[src/rtl/exhaustive_bist.sv]
// Exhaustive BIST controller: sweeps every input pattern of a small combinational
// unit, folds each response into a rotate-XOR signature and checks it against a golden value.
module exhaustive_bist #(
  parameter int unsigned N_IN   = 3,
  parameter int unsigned N_OUT  = 2,
  parameter int unsigned SETTLE = 1,
  parameter int unsigned SIG_W  = 16
) (
  input  logic               clk,
  input  logic               rst,
  input  logic               start,
  input  logic [SIG_W-1:0]   expected_sig,
  input  logic [N_OUT-1:0]   resp_in,
  output logic [N_IN-1:0]    pat_out,
  output logic               busy,
  output logic               done,
  output logic               pass,
  output logic [SIG_W-1:0]   signature,
  output logic [N_IN:0]      pat_count
);

  typedef enum logic [1:0] {IDLE, APPLY, SAMPLE, DONE} state_t;

  // With no settle time every pattern is sampled in the cycle it is applied.
  localparam state_t     FIRST_ST    = (SETTLE > 0) ? APPLY : SAMPLE;
  localparam logic [7:0] SETTLE_LAST = 8'((SETTLE > 0) ? SETTLE - 1 : 0);

  state_t             state_q, state_d;
  logic [N_IN-1:0]    pat_q, pat_d;
  logic [SIG_W-1:0]   sig_q, sig_d;
  logic [SIG_W-1:0]   golden_q, golden_d;
  logic [N_IN:0]      cnt_q, cnt_d;
  logic [7:0]         settle_q, settle_d;
  logic               pass_q, pass_d;
  logic [SIG_W-1:0]   sig_next;

  always_comb begin
    state_d  = state_q;
    pat_d    = pat_q;
    sig_d    = sig_q;
    golden_d = golden_q;
    cnt_d    = cnt_q;
    settle_d = settle_q;
    pass_d   = pass_q;
    sig_next = {sig_q[SIG_W-2:0], sig_q[SIG_W-1]} ^ SIG_W'(resp_in);

    case (state_q)
      IDLE, DONE: begin
        if (start) begin
          golden_d = expected_sig;
          sig_d    = '0;
          cnt_d    = '0;
          pat_d    = '0;
          settle_d = '0;
          pass_d   = 1'b0;
          state_d  = FIRST_ST;
        end
      end
      APPLY: begin
        if (settle_q == SETTLE_LAST) begin
          settle_d = '0;
          state_d  = SAMPLE;
        end else begin
          settle_d = settle_q + 8'd1;
        end
      end
      SAMPLE: begin
        sig_d = sig_next;
        cnt_d = cnt_q + (N_IN+1)'(1);
        if (pat_q == '1) begin
          pass_d  = (sig_next == golden_q);
          state_d = DONE;
        end else begin
          pat_d    = pat_q + N_IN'(1);
          settle_d = '0;
          state_d  = FIRST_ST;
        end
      end
      default: state_d = IDLE;
    endcase
  end

  always_ff @(posedge clk) begin
    if (rst) begin
      state_q  <= IDLE;
      pat_q    <= '0;
      sig_q    <= '0;
      golden_q <= '0;
      cnt_q    <= '0;
      settle_q <= '0;
      pass_q   <= 1'b0;
    end else begin
      state_q  <= state_d;
      pat_q    <= pat_d;
      sig_q    <= sig_d;
      golden_q <= golden_d;
      cnt_q    <= cnt_d;
      settle_q <= settle_d;
      pass_q   <= pass_d;
    end
  end

  assign pat_out   = pat_q;
  assign busy      = (state_q == APPLY) || (state_q == SAMPLE);
  assign done      = (state_q == DONE);
  assign pass      = pass_q && (state_q == DONE);
  assign signature = sig_q;
  assign pat_count = cnt_q;

endmodule

[config.mk]
export PLATFORM = sky130hd
export DESIGN_NAME = exhaustive_bist
export DESIGN_NICKNAME = d
export VERILOG_FILES = /design/src/rtl/exhaustive_bist.sv
export SDC_FILE = /design/constraint.sdc
export NUM_CORES = 1
export LEC_CHECK = 0
export BUFFER_PORTS_ARGS = -buffer_cell sky130_fd_sc_hd__buf_2
export CELL_PAD_IN_SITES_DETAIL_PLACEMENT = 0
export CELL_PAD_IN_SITES_GLOBAL_PLACEMENT = 2
export CORE_MARGIN = 10
export CORE_UTILIZATION = 36
export CTS_BUF_LIST = sky130_fd_sc_hd__clkbuf_8
export DETAILED_ROUTE_END_ITERATION = 7
export HOLD_SLACK_MARGIN = 0.08
export PLACE_DENSITY = 0.85
export SKIP_CTS_REPAIR_TIMING = 1
export SLEW_MARGIN = 20
export SYNTH_ARGS = -nofsm -noshare
export SYNTH_HDL_FRONTEND = slang
export SYNTH_SLANG_ARGS = --single-unit
[constraint.sdc]
create_clock -name clk -period 4.7 [get_ports clk]
set_clock_uncertainty 0.05 [all_clocks]
set_input_delay 0.705 -clock clk [delete_from_list [all_inputs] [get_ports clk]]
set_output_delay 0.705 -clock clk [all_outputs]
set_load 0.01 [all_outputs]
==> results.yml <==
sta:
  setup-tns-final_ns: 0
  period_needed_ns: 2.22
  period_share: 0.473
  fmax_ghz: 0.450
  drv_slew: 0
  worstMarginPinSlew_ns: 0.807
  slew_headroom: 0.462
  grt_setup_unrepaired: "false"
  final_hold_viol_count: 0
  finalSetupViolations: 0
synthesis:
  ys_types: 36
  synthMostInstantiatedCell: "dfxtp_1"
  synth_area_sq_um: 2270
  yosysTopAreaCellShare: 0.442
  ys_ff_latch: 50
  yosysSeqAreaShare: 0.442
  synth_edf_count: 0
  synth_area_leaders: "dfxtp_1 44%, xor2_1 7.3%, a22oi_1 6.6%, nand2_1 6.1%, a21oi_1 5.3%"
  synth_ff_type: "dfxtp_1"
  avgSynthCellArea_sq_um: 8.75
  synthTopCellsByCount: "50 x dfxtp_1, 37 x nand2_1, 28 x nor2_1"
  postSynthCellCount: 259
  async_flop_share: 0
  synth_top_cell_by_area: "dfxtp_1"
  synthesis.nets: 289
  yosysWarnings: 0
die:
  fp.dieW_um: 99.3
  initial_core_util: 0.376
  die_area_sq_um: 9870
  pin_count: 47
  rows: 28
  core_sq_um: 6030
  dieHeight_um: 99.3
cts:
  clock_latency_ns: 0.30
  cts_tree: "yes"
  cts.htree.levels: 2
  cts_buffers: 5
  cts_root_buf: "clkbuf_8"
  clkSinkCount: 50
  path_clk_slew_ns: 0.09
  clk_path_buf_depth: 2
drt:
  detail_route.first_pass.iterations: 4
  via_per_inst: 4.94
  vias: 1861
  drc: 0
  antenna_left: 0
  drt-total-wl_um: 5460
  wl_per_cell_um: 14.5
  drtIter0Drc: 107
power_and_ir_drop:
  finalPower_uw: 894
  power.leakage_nw: 1.18
  ir_drop_mv: 0.176
  power_density_nw_per_um2: 338
critical_path:
  crit_path_start: "state_q[0]"
  crit_arrival_ns: 2.34
  critPathKind: "flip-flop to flip-flop"
  reg2reg_depth: 6
  crit_fanout: 17
  end_kind: "flip-flop"
  rr_startpoint: "state_q[0]"
  worstSetupStartpointType: "flip-flop"
  worst_ep_required_time_ns: 4.81
hold_path:
  hp-class: "flip-flop to flip-flop"
  min_from: "golden_q[11]"
  min_delay_path_depth: 2
cells_and_area:
  fin_nets: 331
  layout-drive-gt1-share: 0.209
  antennaDiodeCount: 0
  fin_area_sq_um: 2650
  area_growth_pct: 16.9
global_routing:
  grt_pass1_wl_um: 8840
  grt_max_degree: 44
  grt_pass1_vias: 1811
  grt_overflow: 0
  antenna_found_initial: 0
  grt_usage: 0.107
placement:
  port_buffers: 46
  dp_hpwl_um: 3930
  place_area_sq_um: 2540
  gp_congestion: 0.769
flow_run:
  cap_violations: 0
status:
  status: "finished clean"
metal layers:
layer  part of all wire  GRT usage  vias to the layer above
li1                   -          -                      963
met1               0.46      0.133                      868
met2               0.49      0.171                       28
met3              0.050     0.0360                        2
met4             0.0040     0.0298                        0
met5                  0          0                        -
through the flow:
| stage | utilization | worst slack (ns) | std cells | hold slack [ns] |
|---|---|---|---|---|
| after floorplan | - | 2.96 | 259 | 0.394 |
| after global placement | 0.421 | 2.51 | 369 | 0.405 |
| after detailed placement | 0.421 | 2.44 | 369 | 0.410 |
| after CTS | 0.440 | 2.42 | 377 | 0.423 |
| after global routing | 0.440 | 2.22 | 377 | 0.438 |
| final | 0.440 | 2.48 | 377 | 0.418 |
power breakdown:
group | internal (mW) | leakage (nW) | switching, mW | total [mW]
Sequential | 0.441 | 0.406 | 0.0137 | 0.455
Combinational | 0.0510 | 0.722 | 0.0867 | 0.138
Clock | 0.157 | 0.0556 | 0.144 | 0.301
Total | 0.649 | 1.18 | 0.245 | 0.894
layout make-up:
| cell class | count | area [sq um] |
|---|---|---|
| clock buffer | 5 | 68.8 |
| inverter | 8 | 30.0 |
| sequential | 50 | 1000 |
| tap | 75 | 93.8 |
| timing repair buffer | 47 | 238 |
| fill | 653 | 3380 |
| clock inverter | 3 | 41.3 |
| multi-input combinational | 189 | 1180 |
cells in the final DEF, fill, tap and decap left out, types with 4 or more instances in the layout:
cell type	count
nand3_1	5
nand2_1	37
xnor2_1	5
a22oi_1	20
xor2_1	19
ha_1	9
buf_2	46
nand2b_1	4
nor2_1	28
and2_1	4
inv_1	8
o21ai_0	4
dfxtp_1	50
nor3_1	5
a21oi_1	24
clkbuf_8	5
state kept, by name, summed over array words and instances, names as in the netlist:
| name | cells |
|---|---|
| settle_q | 8 |
| pat_out | 3 |
| golden_q | 16 |
| pat_count | 4 |
| pass_q | 1 |
| signature | 16 |
| state_q | 2 |
critical path, cell delays in order, from the launching register on:
cell	delay, ns
dfxtp_1	0.41
inv_1	0.07
ha_1	0.43
nor2b_1	0.63
nor2_4	0.20
a22oi_1	0.24
nor2_1	0.06
cell families (layout without fill, tap and decap cells):
family,count (synthesis),after routing,share of synthesized area
adders and majority gates,9,9,0.0497
muxes,2,2,0.00884
buffers and inverters,20,63,0.0392
and+or+nand+nor,102,102,0.227
AOI/OAI and AO/OA,52,52,0.141
DFF,50,50,0.442
xor gates and xnor gates,24,24,0.0928
worst paths after layout:
| kind | end | slack [ns] |
|---|---|---|
| hold reg to reg | golden_q[11] | 0.42 |
| setup reg to reg | signature[5] | 2.48 |
| setup / recovery | signature[5] | 2.48 |
| hold / removal | golden_q[11] | 0.42 |
No activity file was read; power rests on OpenSTA's default activity.
